<file path="src/rtl/uart_host_controller.sv">
// Host-side UART command initiator: serializes AA/BB/CC/DD command frames onto
// the system's serial input and collects up to two response frames into one word.
module uart_host_controller #(
  parameter int unsigned DATA_WIDTH       = 8,
  parameter int unsigned PRESCALE         = 8,
  parameter int unsigned INTER_FRAME_GAP  = 3,
  parameter int unsigned PARITY_TYPE      = 0,
  parameter int unsigned RESPONSE_TIMEOUT = 4096
) (
  input  logic                      UART_clk,
  input  logic                      reset,
  input  logic                      command_valid,
  output logic                      command_ready,
  input  logic [1:0]                command_type,
  input  logic [DATA_WIDTH-1:0]     address,
  input  logic [DATA_WIDTH-1:0]     write_data,
  input  logic [DATA_WIDTH-1:0]     operand_a,
  input  logic [DATA_WIDTH-1:0]     operand_b,
  input  logic [DATA_WIDTH-1:0]     alu_function,
  output logic                      serial_data_out,
  input  logic                      serial_data_in,
  output logic                      response_valid,
  output logic [2*DATA_WIDTH-1:0]   response_data,
  output logic                      parity_error,
  output logic                      frame_error,
  output logic                      timeout_error
);

  localparam int unsigned FRAME_BITS = DATA_WIDTH + 3;
  localparam int unsigned LAST_BIT   = FRAME_BITS - 1;
  localparam int unsigned PAR_BIT    = DATA_WIDTH + 1;
  localparam int unsigned BW         = $clog2(FRAME_BITS);
  localparam int unsigned CMAX       = (PRESCALE > INTER_FRAME_GAP) ? PRESCALE : INTER_FRAME_GAP;
  localparam int unsigned CW         = $clog2(CMAX);
  localparam int unsigned TW         = $clog2(RESPONSE_TIMEOUT + 1);
  localparam int unsigned RW         = 2 * DATA_WIDTH;
  localparam logic        PAR_ODD    = (PARITY_TYPE != 0);

  typedef enum logic [2:0] {
    S_IDLE, S_TX_BIT, S_TX_GAP, S_RX_WAIT, S_RX_BIT, S_DONE
  } state_t;

  state_t                r_state, w_state_nxt;
  logic [CW-1:0]         r_cnt, w_cnt_nxt;
  logic [BW-1:0]         r_bit, w_bit_nxt, w_bit_inc;
  logic [TW-1:0]         r_tmo, w_tmo_nxt;
  logic [DATA_WIDTH-1:0] r_tx_bytes [4];
  logic [DATA_WIDTH-1:0] w_tx_bytes_nxt [4];
  logic [1:0]            r_tx_idx, w_tx_idx_nxt, r_tx_last, w_tx_last_nxt;
  logic [1:0]            r_rx_total, w_rx_total_nxt, r_rx_idx, w_rx_idx_nxt;
  logic [DATA_WIDTH-1:0] r_rx_shift, w_rx_shift_nxt;
  logic                  r_sdo, w_sdo_nxt, r_ready, w_ready_nxt, r_rv, w_rv_nxt;
  logic [RW-1:0]         r_rdata, w_rdata_nxt;
  logic                  r_perr, w_perr_nxt, r_ferr, w_ferr_nxt, r_terr, w_terr_nxt;
  logic [DATA_WIDTH-1:0] w_tx_byte;
  logic [FRAME_BITS-1:0] w_tx_frame;
  logic                  w_rx_par_exp;

  // Frame currently on the line: stop, parity, data (LSB first), start.
  assign w_tx_byte    = r_tx_bytes[r_tx_idx];
  assign w_tx_frame   = {1'b1, (^w_tx_byte) ^ PAR_ODD, w_tx_byte, 1'b0};
  assign w_bit_inc    = r_bit + BW'(1);
  assign w_rx_par_exp = (^r_rx_shift) ^ PAR_ODD;

  always_ff @(posedge UART_clk or negedge reset) begin
    if (!reset) r_state <= S_IDLE;
    else        r_state <= w_state_nxt;
  end

  always_comb begin
    w_state_nxt    = r_state;
    w_cnt_nxt      = r_cnt;
    w_bit_nxt      = r_bit;
    w_tmo_nxt      = r_tmo;
    w_tx_bytes_nxt = r_tx_bytes;
    w_tx_idx_nxt   = r_tx_idx;
    w_tx_last_nxt  = r_tx_last;
    w_rx_total_nxt = r_rx_total;
    w_rx_idx_nxt   = r_rx_idx;
    w_rx_shift_nxt = r_rx_shift;
    w_sdo_nxt      = r_sdo;
    w_rdata_nxt    = r_rdata;
    w_perr_nxt     = r_perr;
    w_ferr_nxt     = r_ferr;
    w_terr_nxt     = r_terr;
    case (r_state)
      S_IDLE: begin
        if (command_valid && r_ready) begin
          w_state_nxt       = S_TX_BIT;
          w_cnt_nxt         = '0;
          w_bit_nxt         = '0;
          w_tx_idx_nxt      = '0;
          w_rx_idx_nxt      = '0;
          w_sdo_nxt         = 1'b0;
          w_rdata_nxt       = '0;
          w_perr_nxt        = 1'b0;
          w_ferr_nxt        = 1'b0;
          w_terr_nxt        = 1'b0;
          w_tx_bytes_nxt[1] = address;
          w_tx_bytes_nxt[2] = write_data;
          w_tx_bytes_nxt[3] = '0;
          case (command_type)
            2'b00: begin
              w_tx_bytes_nxt[0] = DATA_WIDTH'(8'hAA);
              w_tx_last_nxt     = 2'd2;
              w_rx_total_nxt    = 2'd0;
            end
            2'b01: begin
              w_tx_bytes_nxt[0] = DATA_WIDTH'(8'hBB);
              w_tx_last_nxt     = 2'd1;
              w_rx_total_nxt    = 2'd1;
            end
            2'b10: begin
              w_tx_bytes_nxt[0] = DATA_WIDTH'(8'hCC);
              w_tx_bytes_nxt[1] = operand_a;
              w_tx_bytes_nxt[2] = operand_b;
              w_tx_bytes_nxt[3] = alu_function;
              w_tx_last_nxt     = 2'd3;
              w_rx_total_nxt    = 2'd2;
            end
            default: begin
              w_tx_bytes_nxt[0] = DATA_WIDTH'(8'hDD);
              w_tx_bytes_nxt[1] = alu_function;
              w_tx_last_nxt     = 2'd1;
              w_rx_total_nxt    = 2'd2;
            end
          endcase
        end
      end
      S_TX_BIT: begin
        if (r_cnt == CW'(PRESCALE - 1)) begin
          w_cnt_nxt = '0;
          if (r_bit == BW'(LAST_BIT)) begin
            w_state_nxt = S_TX_GAP;
            w_sdo_nxt   = 1'b1;
          end else begin
            w_bit_nxt = w_bit_inc;
            w_sdo_nxt = w_tx_frame[w_bit_inc];
          end
        end else begin
          w_cnt_nxt = r_cnt + CW'(1);
        end
      end
      S_TX_GAP: begin
        if (r_cnt == CW'(INTER_FRAME_GAP - 1)) begin
          w_cnt_nxt = '0;
          if (r_tx_idx != r_tx_last) begin
            w_state_nxt  = S_TX_BIT;
            w_tx_idx_nxt = r_tx_idx + 2'd1;
            w_bit_nxt    = '0;
            w_sdo_nxt    = 1'b0;
          end else if (r_rx_total != 2'd0) begin
            w_state_nxt = S_RX_WAIT;
            w_tmo_nxt   = '0;
          end else begin
            w_state_nxt = S_DONE;
          end
        end else begin
          w_cnt_nxt = r_cnt + CW'(1);
        end
      end
      S_RX_WAIT: begin
        // Detection cycle counts as cycle 0 of the start bit.
        if (!serial_data_in) begin
          w_state_nxt = S_RX_BIT;
          w_cnt_nxt   = CW'(1);
          w_bit_nxt   = '0;
          w_tmo_nxt   = '0;
        end else if (r_tmo == TW'(RESPONSE_TIMEOUT - 1)) begin
          w_state_nxt = S_DONE;
          w_terr_nxt  = 1'b1;
        end else begin
          w_tmo_nxt = r_tmo + TW'(1);
        end
      end
      S_RX_BIT: begin
        if (r_cnt == CW'(PRESCALE - 1)) begin
          w_cnt_nxt = '0;
          w_bit_nxt = w_bit_inc;
        end else begin
          w_cnt_nxt = r_cnt + CW'(1);
        end
        if (r_cnt == CW'(PRESCALE / 2)) begin
          if (r_bit == '0) begin
            if (serial_data_in) begin
              w_state_nxt = S_RX_WAIT;
              w_tmo_nxt   = '0;
            end
          end else if (r_bit <= BW'(DATA_WIDTH)) begin
            w_rx_shift_nxt = {serial_data_in, r_rx_shift[DATA_WIDTH-1:1]};
          end else if (r_bit == BW'(PAR_BIT)) begin
            if (serial_data_in != w_rx_par_exp) w_perr_nxt = 1'b1;
          end else begin
            if (!serial_data_in) w_ferr_nxt = 1'b1;
            if (r_rx_idx == 2'd0) w_rdata_nxt[DATA_WIDTH-1:0] = r_rx_shift;
            else                  w_rdata_nxt[RW-1:DATA_WIDTH] = r_rx_shift;
            w_rx_idx_nxt = r_rx_idx + 2'd1;
            if (r_rx_idx + 2'd1 == r_rx_total) begin
              w_state_nxt = S_DONE;
            end else begin
              w_state_nxt = S_RX_WAIT;
              w_tmo_nxt   = '0;
            end
          end
        end
      end
      S_DONE:  w_state_nxt = S_IDLE;
      default: w_state_nxt = S_IDLE;
    endcase
    w_rv_nxt    = (w_state_nxt == S_DONE);
    w_ready_nxt = (w_state_nxt == S_IDLE);
  end

  always_ff @(posedge UART_clk or negedge reset) begin
    if (!reset) begin
      r_cnt      <= '0;
      r_bit      <= '0;
      r_tmo      <= '0;
      for (int i = 0; i < 4; i++) r_tx_bytes[i] <= '0;
      r_tx_idx   <= '0;
      r_tx_last  <= '0;
      r_rx_total <= '0;
      r_rx_idx   <= '0;
      r_rx_shift <= '0;
      r_sdo      <= 1'b1;
      r_ready    <= 1'b1;
      r_rv       <= 1'b0;
      r_rdata    <= '0;
      r_perr     <= 1'b0;
      r_ferr     <= 1'b0;
      r_terr     <= 1'b0;
    end else begin
      r_cnt      <= w_cnt_nxt;
      r_bit      <= w_bit_nxt;
      r_tmo      <= w_tmo_nxt;
      r_tx_bytes <= w_tx_bytes_nxt;
      r_tx_idx   <= w_tx_idx_nxt;
      r_tx_last  <= w_tx_last_nxt;
      r_rx_total <= w_rx_total_nxt;
      r_rx_idx   <= w_rx_idx_nxt;
      r_rx_shift <= w_rx_shift_nxt;
      r_sdo      <= w_sdo_nxt;
      r_ready    <= w_ready_nxt;
      r_rv       <= w_rv_nxt;
      r_rdata    <= w_rdata_nxt;
      r_perr     <= w_perr_nxt;
      r_ferr     <= w_ferr_nxt;
      r_terr     <= w_terr_nxt;
    end
  end

  assign serial_data_out = r_sdo;
  assign command_ready   = r_ready;
  assign response_valid  = r_rv;
  assign response_data   = r_rdata;
  assign parity_error    = r_perr;
  assign frame_error     = r_ferr;
  assign timeout_error   = r_terr;

endmodule

</file>
<file path="config.mk">
export PLATFORM = sky130hd
export DESIGN_NAME = uart_host_controller
export DESIGN_NICKNAME = d
export VERILOG_FILES = /design/src/rtl/uart_host_controller.sv
export SDC_FILE = /design/constraint.sdc
export NUM_CORES = 1
export LEC_CHECK = 0
export ABC_CLOCK_PERIOD_IN_PS = 2850
export CAP_MARGIN = 40
export CORE_MARGIN = 8
export CORE_UTILIZATION = 56
export DETAILED_ROUTE_END_ITERATION = 8
export MAX_ROUTING_LAYER = met4
export PLACE_DENSITY_LB_ADDON = 0.12
export SYNTH_ARGS = -nofsm -noshare
export SYNTH_HDL_FRONTEND = slang
export SYNTH_SLANG_ARGS = --single-unit
</file>
<file path="constraint.sdc">
create_clock -name UART_clk -period 2.85 [get_ports UART_clk]
set_input_delay 0.285 -clock UART_clk [delete_from_list [all_inputs] [get_ports UART_clk]]
set_output_delay 0.285 -clock UART_clk [all_outputs]
set_load 0.03 [all_outputs]
</file>
* After elaboration in Yosys (flattened, before gate mapping)
Cells that the tools add are included.
Storage, ports and cells: bits in registers 93, latch bits 0, RAM bits 0, memory bits (read-only) 0, input port bits 46, output and inout port bits 22, word-level logic and storage cells 191, memories kept 0
Cells by class: add/sub/neg operators 5, multiply operators 0, div/mod/pow operators 0, magnitude comparators 3, eq/ne operators 41, shifts and indexed selects 0, multiplexer cells 88, bitwise operators 2, reductions and logical operators 31
Operators by type and width (count):
- $mux W13 | 11
- $mux W16 | 6
- $mux W3 | 18
- $ne A2 B2 Y1 const B | 20
- $pmux W13 S3 | 1
- $mux W8 | 4
- $pmux W16 S2 | 1
- $mux W4 | 7
- $reduce_and A7 Y1 | 4
- $pmux W7 S3 | 1
- $pmux W4 S5 | 1
- $mux W1 | 18
- $bmux W8 S2 | 1
- $pmux W2 S2 | 4
- $pmux W8 S2 | 1
- $reduce_xor A8 Y1 | 2
- $ne A3 B3 Y1 const B | 5
- $pmux W3 S5 | 1
- $mux W2 | 7
- $add A13 B1 Y13 const B | 1
- $eq A13 B12 Y1 const B | 1
- $eq A3 B3 Y1 const B | 4
- $pmux W3 S4 | 1
- $reduce_and A4 Y1 | 3
- other kinds (34) | 47

* Longest topological paths before layout
Gate-level depths: netlist of the first run.
depth after elaboration 10, mapped depth 10

* Least setup slack after synthesis of the first run
No wires, ideal clock.
path kind register -> register, start reg r_bit[0], end reg r_rdata[10] (netlist: response_data[10]), setup time 0.125 ns, arrival time 2.169 ns, data required time 2.725 ns, path slack 0.556 ns, cell stages (with the launch flop) 10, buffers on the path 1, path through dfrtp_1 clkbuf_1 inv_1 ha_1 nor2_1 o21a_1 a41o_1 nand2_1 a21oi_2 mux2_2
Between the ends: cells in the longest elaborated chain, start to end 3, elaborated cells between the ends (all ways) 7, classes of those cells order compare (1); eq/ne (4); reduce/logical (2)
Ends and longest elaborated chain:
- start: declaration | line 45 | logic [BW-1:0] r_bit, w_bit_nxt, w_bit_inc;
- start signal: assignment | line 234 | r_bit <= w_bit_nxt;
- $le A4 B4 Y1 (tied with other cells) | line 189 | end else if (r_bit <= BW'(DATA_WIDTH)) begin
- $ne A2 B2 Y1 (no line)
- $reduce_and A7 Y1 (no line) (*)
- end signal: assignment | line 245 | r_rdata <= w_rdata_nxt;
- end: declaration | line 53 | logic [RW-1:0] r_rdata, w_rdata_nxt;
Every way passes the cells marked *; elsewhere a longest branch is shown, timed or not. A chain may end at the register's enable or synchronous reset.

* Final worst setup path of the first run
start reg r_bit[0], end reg r_tmo[4]
Between the ends: cells in the longest elaborated chain, start to end 4, elaborated cells between the ends (all ways) 11, classes of those cells order compare (1); eq/ne (5); mux (3); reduce/logical (2)
Ends and longest elaborated chain:
- branches (longest 4 deep; another with $le A4 B4 Y1)
- end signal: assignment | line 235 | r_tmo <= w_tmo_nxt;
- end: declaration | line 46 | logic [TW-1:0] r_tmo, w_tmo_nxt;
Parallel ways; which one is timed is not known. The select of a mux whose other input is x is not followed.

==> summary.md, run 1 <==
| Metric | Value |
|---|---|
| Critical Path Source Type | flip-flop |
| Yosys warns | 0 |
| Clock root buffer | clkbuf_8 |
| Utilization after layout | 0.6803 |
| Async SR Flop Fraction | 1.000 |
| Post-Syn Area | 5144 sq um |
| Total power | 4.159 mW |
| Starting density of the core | 0.5674 |
| Power Density | ~670 nW/um^2 |
| First-pass GRT wire length | 20640 um |
| Wirelength, routed | 12180 um |
| Layout area overhead | 19.90% |
| Chip Width | around 110 um |
| WP data arrival | 2890 ps |
| RSZ-0062 raised after global routing | no |
| Number of setup buffers added after CTS | 0 |
| Skew final | around 17 ps |
| Mean area per synthesized cell | slightly below 10 sq um |
| CP max stage delay | 550 ps |
| Port Buffer Count | 67 |
| Total of max-cap violations | 0 |
| DRT iter0 DRCs | a little under 200 |
| Ant. Diodes | 0 |
| Cell family with most CP delay | simple AND/OR/NAND/NOR gates |
| Final Hold Viols | 0 |
| Cts bufs inserted | 9 |
| Design area | between 6000 and 7000 sq um |
| Yosys top cell by area | dfrtp_1 |
| Crit Path Class | reg2reg |
| DR DRC count | 0 |
| DP Wirelength | 9194 um |
| Lkg Pwr | 2.731 nW |
| Comb pwr share | 0.329 |
| CP required | 3150 ps |
| Crit path time final | 2597 ps |
| CTS tree | done |
| Cell row count | 35 |
| Final Wtd Congestion | between 0.9 and 1 |
| Synthesized flop and latch total | 89 |
| Wire per inst | 17.43 um |
| Worst Path Buf+Inv | 1 |
| DR vias | 4077 |
| WHS | a little under 400 ps |
| DRT antenna net count | 0 |
| FMAX | 385.1 MHz |
| Setup Total Neg Slack | 0 ps |
| Die area | 12510 sq um |
| Gr ovfl total | 0 |
| Switching share of power | 0.3477 |
| Sequential Power Share | 0.433 |
| Total Routing Usage GR | 0.2091 |
| Share of cells above drive strength 1 | 0.1224 |
| Reg clk slew, reported paths | 100 ps |
| TritonRoute pass-1 iters | 4 |
| Most frequent cells in the layout | nand2_1, dfrtp_1, clkdlybuf4s50_1 |
| Commonest non-fill, non-tap cell in the layout | nand2_1 |
| Longest Clk Path Bufs | 2 |
| Synth area leaders | dfrtp_1, nand2_1, mux2i_1, mux2_2, o21ai_0 |
| Internal power | 2.713 mW |
| Pins Over Slew Limit | 0 |
| Clk pwr share | 0.238 |
| Sequential fraction of the synthesis area | 0.4335 |
| Antenna violations before repair | 0 |
| Core Area | between 9000 and 10000 sq um |
| Final Cycle Share | 0.9111 |
| Final net count | 639 |
| Status | completed |
| Post-synth EDFFs | 0 |
| Die H | roughly 110 um |
| Top-area cell type share of the netlist area | 0.4233 |
| Crit. End Element | flip-flop |
| Hold crit path type | in2async |
| Setup Viol. Count Final | 0 |
| Slowest CP cell | or4_1 |
| Maximum VDD drop | ~0.00033 V |
| Boundary Pins | 68 |
| Htree depth | 3 |
| Syn nets | 575 |
| Vias in the first global route | 4164 |
| Actual slew at the worst max-slew pin | 648.7 ps |
| Yosys cell types | 68 |
| Worst skew pair latency | 370 ps |
| Worst path cell trace | inv_1 > ha_1 > nand4bb_1 > a21boi_0 > o31ai_2 > nand3_4 > or4_1 > a21oi_1 |
| Vias per cell | roughly 6 |
| P_sw | between 1 and 1.5 mW |
| CP Max Fanout | 19 |
| Placed cell areas | 5933 sq um |
| Worst relative slew slack | 0.5661 |
| Post-Syn Instances | 519 |
| Largest net degree at the start of global routing | between 50 and 60 |
| CTS Sinks | 89 |
| Dominant synthesized flop cell | dfrtp_1 |
kinds of logic after synthesis:
group | count (synthesis) | synth area share
AOI/OAI and AO/OA | 97 | 0.1192
xor gates and xnor gates | 27 | 0.05230
adders and majority gates | 11 | 0.02627
buffers and inverters | 40 | 0.03503
DFF | 89 | 0.4335
muxes | 56 | 0.1391
and+or+nand+nor | 199 | 0.1946
power by group through the flow:
| stage | Sequential [mW] | Combinational (mW) | Clock (mW) |
|---|---|---|---|
| global placement | 1.79 | 1.33 | 0 |
| floorplan | 1.73 | 1.03 | 0 |
| detailed placement | 1.82 | 1.37 | 0 |
| global route | 1.84 | 1.53 | 1.05 |
| finish | 1.80 | 1.37 | 0.989 |
| CTS | 1.80 | 1.38 | 1.01 |
worst paths after layout:
kind / endpoint / start / slack [ps] / cells past startpoint
setup reg to reg: r_tmo[4]$_DFFE_PN0P_ / r_bit[0]$_DFFE_PN0P_ / 250 / 8
hold reg to reg: r_tx_bytes[7]$_DFFE_PN0P_ / r_tx_bytes[7]$_DFFE_PN0P_ / 490 / 2
hold / removal: r_tmo[4]$_DFFE_PN0P_ / reset / 390 / 2
setup / recovery: r_tmo[4]$_DFFE_PN0P_ / r_bit[0]$_DFFE_PN0P_ / 250 / 8
max in group asynchronous: serial_data_out$_DFFE_PN1P_ / reset / 1800 / 3
min in group UART_clk: r_tx_bytes[7]$_DFFE_PN0P_ / r_tx_bytes[7]$_DFFE_PN0P_ / 490 / 2
worst register-to-register path, stage by stage, from the launching register on:
cell and delay [ps]:
dfrtp_1 490, inv_1 150, ha_1 260, nand4bb_1 170, a21boi_0 170, o31ai_2 330, nand3_4 250, or4_1 550
a21oi_1 170
metal layers:
metal	GRT usage	vias to the layer above	routed length, um
li1	-	1967	-
met1	0.2667	1988	5783
met2	0.3320	108	5749
met3	0.03517	14	481
met4	0.06928	0	166
met5	-	-	0
cell type report:
type                            instances  area [sq um]
Fill cell                             742          2898
Multi-Input combinational cell        390          2734
Sequential cell                        89          2230
Timing Repair Buffer                   81         795.8
Tap cell                              111         138.9
Clock buffer                            9         123.9
Clock inverter                          7         100.1
Inverter                               12         45.04
what timing repair did:
item / CTS / global route
gates resized for setup: 0 / 0
endpoints found under the setup margin: 0 / 0
hold endpoints to repair: 30 / 0
hold buffers: 1 / 0
cells in the mapped netlist, drive strengths merged, types with 2 or more instances:
cell     n
dfrtp   87
nand2   91
xor2     4
nor2    21
xnor2   22
mux2i   25
nor2b    6
o31ai    8
clkbuf  16
a31oi    4
o21ai   51
nand3b   4
dfstp    2
buf     12
nor3     5
or2      3
nand4    4
and3b    2
o21a     3
mux2    22
ha      10
nand3   18
nor4     7
a21oi   12
and2     4
nor3b    2
and3     9
or3      3
nand2b  11
a22oi    3
or4      5
a221oi   4
inv     12
mux4     9
registers in the layout, indices dropped and copies added (netlist names), 3 cells and up:
register	flops
r_tx_bytes	28
r_bit	4
r_tmo	13
r_rx_shift	8
response_data	16
r_state	3
r_cnt	3
per-stage QoR:
step,worst slack [ps],std cells
2_1_floorplan,556.0,519
3_3_place_gp,324.7,681
3_5_place_dp,243.8,682
4_1_cts,254.4,699
5_1_grt,60.11,699
6_report,253.4,699
Note: power is estimated with default switching activity, not from simulation.
==> run 2: changes to the inputs <==
- CORE_MARGIN: 8 -> 10
==> run 2 against run 1 <==
Net effect:
- wire length rose by 0.98%
- critical endpoint is now response_data[13]$_DFFE_PN0P_
- clock skew fell by 4.0 ps
- clock-buffer cell count rose by 1
- register-to-register slack barely moved
- setup slack got worse by 6.4 ps
- fmax fell by 0.24%
- design area fell by 0.10%
- highest routed layer unchanged
- combinational power barely moved
- via count rose by 0.34%
- clock power barely moved
- largest cell class unchanged
- critical path depth did not move
- global-route usage fell by 1.2 points
==> summary.md, run 2 (same netlist as run 1, synthesis figures left out) <==
| Metric | Value |
|---|---|
| Number of setup buffers added after CTS | 0 (unchanged) |
| DP Wirelength | 9279 um (+0.92%) |
| Most frequent cells in the layout | nand2_1, dfrtp_1, clkdlybuf4s50_1 |
| Final net count | 640 (+0.16%) |
| Largest net degree at the start of global routing | 51 (-14%) |
| Ant. Diodes | 0 (unchanged) |
| DR vias | 4091 (+0.34%) |
| Final Wtd Congestion | 0.9679 (+3.9%) |
| Boundary Pins | 68 (unchanged) |
| DR DRC count | 0 (unchanged) |
| Htree depth | 3 (unchanged) |
| Clock root buffer | clkbuf_8 |
| RSZ-0062 raised after global routing | no |
| Die area | 13420 sq um (+7.3%) |
| TritonRoute pass-1 iters | 5 (+1) |
| Hold buffer count at cts | 1 (unchanged) |
| Port Buffer Count | 67 (unchanged) |
| WP data arrival | 2850 ps (-40 ps) |
| CP Max Fanout | 11 (-8) |
| Skew final | 12.93 ps (-4.026 ps) |
| Longest Clk Path Bufs | 2 (unchanged) |
| Pins Over Slew Limit | 0 (unchanged) |
| First-pass GRT wire length | 20930 um (+1.4%) |
| Most flop-heavy register | r_tx_bytes |
| Worst r2r dst | response_data[13]$_DFFE_PN0P_ |
| Actual slew at the worst max-slew pin | 629.4 ps (-19.36 ps) |
| Worst skew pair latency | 360 ps (about the same) |
| Wire per inst | 17.65 um (+1.3%) |
| Lkg Pwr | 2.728 nW (-0.11%) |
| Total Routing Usage GR | 0.1976 (-0.01156) |
| Power Density | 676.6 nW/um^2 (+0.34%) |
| Cell row count | 34 (-2.9%) |
| Die H | 115.8 um (+3.6%) |
| Share of cells above drive strength 1 | 0.1239 (+0.001490) |
| Hold crit path type | in2async |
| Commonest non-fill, non-tap cell in the layout | nand2_1 |
| R2r setup slk | 250 ps (about the same) |
| Final Hold Viols | 0 (unchanged) |
| Utilization after layout | 0.6963 (+0.01594) |
| Worst relative slew slack | 0.5791 (+0.01295) |
| Layout area overhead | 19.78% |
| Crit Path Class | reg2reg |
| Vias in the first global route | 4117 (-1.1%) |
| Crit. End Element | flip-flop |
| Worst Reg-to-Reg Cells | 8 (unchanged) |
| CTS Sinks | 89 (unchanged) |
| FMAX | 384.2 MHz (-0.24%) |
| Core Area | 8848 sq um (-2.4%) |
| Placed cell areas | 5917 sq um (-0.27%) |
| Gr ovfl total | 0 (unchanged) |
| Critical Path Source Type | flip-flop |
| Fill count | 682 (-8.1%) |
| Setup Total Neg Slack | 0 ps (unchanged) |
| Chip Width | 115.8 um (+3.6%) |
| Post-CTS Resized | 0 (unchanged) |
| Max FFs per register | 28 (unchanged) |
| Reg clk slew, reported paths | 100 ps (about the same) |
| CTS tree | done |
| Final Cycle Share | 0.9133 (+0.002232) |
| R2R Path Start | r_bit[0]$_DFFE_PN0P_ |
| CP required | 3090 ps (-60 ps) |
| Crit path time final | 2603 ps (+6.360 ps) |
| Vias per cell | 5.869 (+0.63%) |
| Antenna violations before repair | 0 (unchanged) |
| Cts bufs inserted | 9 (unchanged) |
| Starting density of the core | 0.5813 (+0.01388) |
| Wirelength, routed | 12300 um (+0.98%) |
| Total of max-cap violations | 0 (unchanged) |
| WHS | 468.5 ps (+83.24 ps) |
| Setup Viol. Count Final | 0 (unchanged) |
| DRT antenna net count | 0 (unchanged) |
| Status | completed |
| DRT iter0 DRCs | 197 (+1.0%) |
| Maximum VDD drop | 0.0003489 V (+6.8%) |
| Design area | 6161 sq um (-0.10%) |
run 2: power by group:
part / internal, mW / switching (mW) / total [mW]
Combinational: 0.690 / 0.674 / 1.36
Sequential: 1.52 / 0.270 / 1.79
Clock: 0.529 / 0.489 / 1.02
run 2: worst max-delay path by stage:
stage	from	endpoint	slack, ps	cells after the start
global route	r_bit[0]$_DFFE_PN0P_	response_data[10]$_DFFE_PN0P_	60	8
global placement	serial_data_in	r_tmo[8]$_DFFE_PN0P_	310	7
detailed placement	serial_data_in	r_tmo[4]$_DFFE_PN0P_	280	7
finish	r_bit[0]$_DFFE_PN0P_	response_data[13]$_DFFE_PN0P_	250	8
floorplan	r_bit[0]$_DFFE_PN0P_	response_data[10]$_DFFE_PN0P_	560	9
CTS	r_bit[0]$_DFFE_PN0P_	response_data[10]$_DFFE_PN0P_	240	8
run 2: worst max-delay path: stages, from the launching register on:
cell,delay [ps]
dfrtp_1,540
inv_1,130
ha_1,270
nor2_1,140
o21a_1,190
a41o_1,190
nand2_1,130
a21oi_2,470
mux2_2,410
run 2: layout make-up:
type / instances / area [sq um] / area share
multi-input cells: 390 / 2734 / 0.4437
repair buffers: 82 / 783.3 / 0.1271
clock inverters: 6 / 96.34 / 0.01564
clock buffers: 10 / 137.6 / 0.02234
well taps: 108 / 135.1 / 0.02193
flip-flops and latches: 89 / 2230 / 0.3619
inverters: 12 / 45.04 / 0.007311
run 2: stage by stage:
step                power (mW)  worst slack [ps]  std cells
CTS                      4.191             236.7        697
floorplan                2.764             556.0        519
detailed placement       3.171             282.4        680
global placement         3.119             314.0        680
global route             4.442             59.24        697
finish                   4.169             247.0        697
run 2: metal layers:
layer  global-route usage  vias to the layer above  wire, um
li1                     -                     1975         -
met1               0.2560                     1965      5475
met2               0.3155                      135      5991
met3              0.02791                       16       624
met4              0.05922                        0       209
met5                    -                        -         0
==> run 3: changes to the inputs <==
- ABC_CLOCK_PERIOD_IN_PS: 2850 -> 2500
- CTS_BUF_LIST: default -> sky130_fd_sc_hd__clkbuf_8 sky130_fd_sc_hd__clkbuf_16
- GPL_ROUTABILITY_DRIVEN: default -> 0
- clock period: 2.85 -> 2.5 ns (I/O delays scaled with it)
==> run 3 against run 2 <==
Net effect:
- setup slack lost 110 ps
- clock-buffer cell count fell by 1
- critical path depth increased by 2
- final cell count grew 2.3%
- power up 15%
- die area stayed put
- design area is 2.7% higher
- non-clock buffer count grew 15
- clock power rose by 9.8%
- flip-flop and latch count is the same
- sequential power up 13%
==> summary.md, run 3 (same netlist as run 1, synthesis figures left out) <==
| Metric | Value |
|---|---|
| Final net count | 656 (+2.5%) |
| TritonRoute pass-1 iters | 5 (unchanged) |
| Worst path cell trace | inv_1 > ha_4 > nand4bb_1 > a21boi_0 > o31ai_2 > buf_4 > nand3_4 > buf_6 > o31ai_1 > a21oi_1 |
| Port Buffer Count | 67 (unchanged) |
| Fill count | 690 (+1.2%) |
| DRT antenna net count | 0 (unchanged) |
| Crit path time final | 2358 ps (-244.9 ps) |
| Status | completed |
| DRT iter0 DRCs | 293 (+49%) |
| Most frequent cells in the layout | nand2_1, dfrtp_1, clkdlybuf4s50_1 |
| DR vias | 4186 (+2.3%) |
| Cts bufs inserted | 9 (unchanged) |
| WP data arrival | 2610 ps (-240 ps) |
| Share of cells above drive strength 1 | 0.1570 (+0.03309) |
| Most flop-heavy register | r_tx_bytes |
| Worst skew pair latency | 370 ps (about the same) |
| Max FFs per register | 28 (unchanged) |
| Comb pwr share | 0.345 (+0.018) |
| P_sw | 1.639 mW (+14%) |
| Power Density | 755.9 nW/um^2 (+12%) |
| Utilization after layout | 0.7152 (+0.01895) |
| Worst relative slew slack | 0.4531 (-0.1260) |
| Starting density of the core | 0.5813 (unchanged) |
| Die H | 115.8 um (unchanged) |
| Slowest CP cell | dfrtp_1 |
| Placed cell areas | 5954 sq um (+0.63%) |
| Critical Path Source Type | flip-flop |
| Final Cycle Share | 0.9432 (+0.02991) |
| Layout area overhead | 23.04% |
| Design area | 6329 sq um (+2.7%) |
| Met3 WL | 657 um (+5.3%) |
| Clk pwr share | 0.234 (-0.010) |
| FF/Latch Area | 2231 sq um (about the same) |
| WL met1 | 5508 um (+0.60%) |
| Die area | 13420 sq um (unchanged) |
| Actual slew at the worst max-slew pin | 820.4 ps (+191.0 ps) |
| Total of max-cap violations | 0 (unchanged) |
| Final setup margin | 141.9 ps (-105.1 ps) |
| Ant. Diodes | 0 (unchanged) |
| Largest net degree at the start of global routing | 67 (+31%) |
| Lkg Pwr | 2.799 nW (+2.6%) |
| Antenna violations before repair | 0 (unchanged) |
| Boundary Pins | 68 (unchanged) |
| Routed wl met2 | 5857 um (-2.2%) |
| DP Worst Slack | 87.12 ps (-195.3 ps) |
| Hold crit path type | in2reg |
| Total power | 4.784 mW (+15%) |
| Crit Path Class | reg2reg |
| First-pass GRT wire length | 20130 um (-3.8%) |
| Vias in the first global route | 4149 (+0.78%) |
| Total Routing Usage GR | 0.1892 (-0.008317) |
| Reg clk slew, reported paths | 90 ps (about the same) |
| Skew final | 12.24 ps (-0.6871 ps) |
| Area of the multi-input gates | 2791 sq um (+2.1%) |
| DR DRC count | 0 (unchanged) |
| FMAX | 424.1 MHz (+10%) |
| Htree depth | 3 (unchanged) |
| Highest routed layer | met4 |
| Sequential Power Share | 0.421 (-0.008) |
| Longest Clk Path Bufs | 2 (unchanged) |
| CTS tree | done |
| Switching share of power | 0.3425 (-0.001262) |
| Commonest non-fill, non-tap cell in the layout | nand2_1 |
| Chip Width | 115.8 um (unchanged) |
| DP Wirelength | 8796 um (-5.2%) |
| Wire per inst | 17.09 um (-3.2%) |
| Wirelength, routed | 12190 um (-0.93%) |
| CP max stage delay | 420 ps (-120 ps) |
| Vias per cell | 5.871 (about the same) |
| Cell row count | 34 (unchanged) |
| Crit. End Element | flip-flop |
| Final Hold Viols | 0 (unchanged) |
| Setup Viol. Count Final | 0 (unchanged) |
| Internal power | 3.145 mW (+15%) |
| Maximum VDD drop | 0.0003389 V (-2.9%) |
| Clock root buffer | clkbuf_8 |
| Gr ovfl total | 0 (unchanged) |
| Pins Over Slew Limit | 0 (unchanged) |
| Core Area | 8848 sq um (unchanged) |
| CTS Sinks | 89 (unchanged) |
| CP required | 2750 ps (-340 ps) |
| CP Max Fanout | 8 (-3) |
## run 3: power by group through the flow
| stage | logic, mW | clock network, mW | registers (mW) |
|---|---|---|---|
| 3_5_place_dp | 1.58 | 0 | 2.04 |
| 2_1_floorplan | 1.17 | 0 | 1.98 |
| 6_report | 1.65 | 1.12 | 2.02 |
| 5_1_grt | 1.82 | 1.20 | 2.05 |
| 4_1_cts | 1.59 | 1.13 | 2.01 |
| 3_3_place_gp | 1.53 | 0 | 2.02 |
## run 3: timing repair
item                       in CTS  in global routing
setup endpoints to repair       0                 14
hold endpoints to repair       13                  0
buffers inserted                0                 10
resized for setup               0                 11
hold buffers                    1                  0
## run 3: stage by stage
stage                     cells  hold WS (ps)  setup TNS (ps)
final                       713         458.2               0
after global routing        713         469.1          -57.53
after CTS                   702         455.5               0
after detailed placement    685         393.4               0
after global placement      685         387.0               0
after floorplan             519        -45.59               0
## run 3: routing by layer
metal	global-route usage	vias up
met1	0.2430	2019
met2	0.2958	140
met5	-	-
met4	0.05922	0
met3	0.03773	17
li1	-	2010
## run 3: worst paths after layout
path                                           startpoint                            end  slack, ps  cells past startpoint
worst max register to register       r_bit[1]$_DFFE_PN0P_           r_tmo[4]$_DFFE_PN0P_        140                     10
min in group asynchronous                           reset           r_tmo[3]$_DFFE_PN0P_        500                      2
max in group asynchronous                           reset  response_data[15]$_DFFE_PN0P_       1270                      3
worst max-delay path                 r_bit[1]$_DFFE_PN0P_           r_tmo[4]$_DFFE_PN0P_        140                     10
worst min-delay path                      alu_function[1]      r_tx_bytes[1]$_DFFE_PN0P_        460                      3
worst min register to register  r_tx_bytes[3]$_DFFE_PN0P_      r_tx_bytes[3]$_DFFE_PN0P_        470                      2
## run 3: final cells by class
type,instances,share of cell area
Multi-Input combinational cell,391,0.4411
Sequential cell,89,0.3525
Timing Repair Buffer,97,0.1427
Tap cell,108,0.02135
Clock buffer,9,0.01957
Clock inverter,7,0.01562
Inverter,12,0.007117
## run 3: worst max-delay path: cells and delay by family (launching register included)
kind | cells | cell delay (ps)
AOI/OAI and AO/OA | 4 | 880
DFF | 1 | 420
buffers and inverters | 3 | 490
adders and majority gates | 1 | 170
and+or+nand+nor | 2 | 280
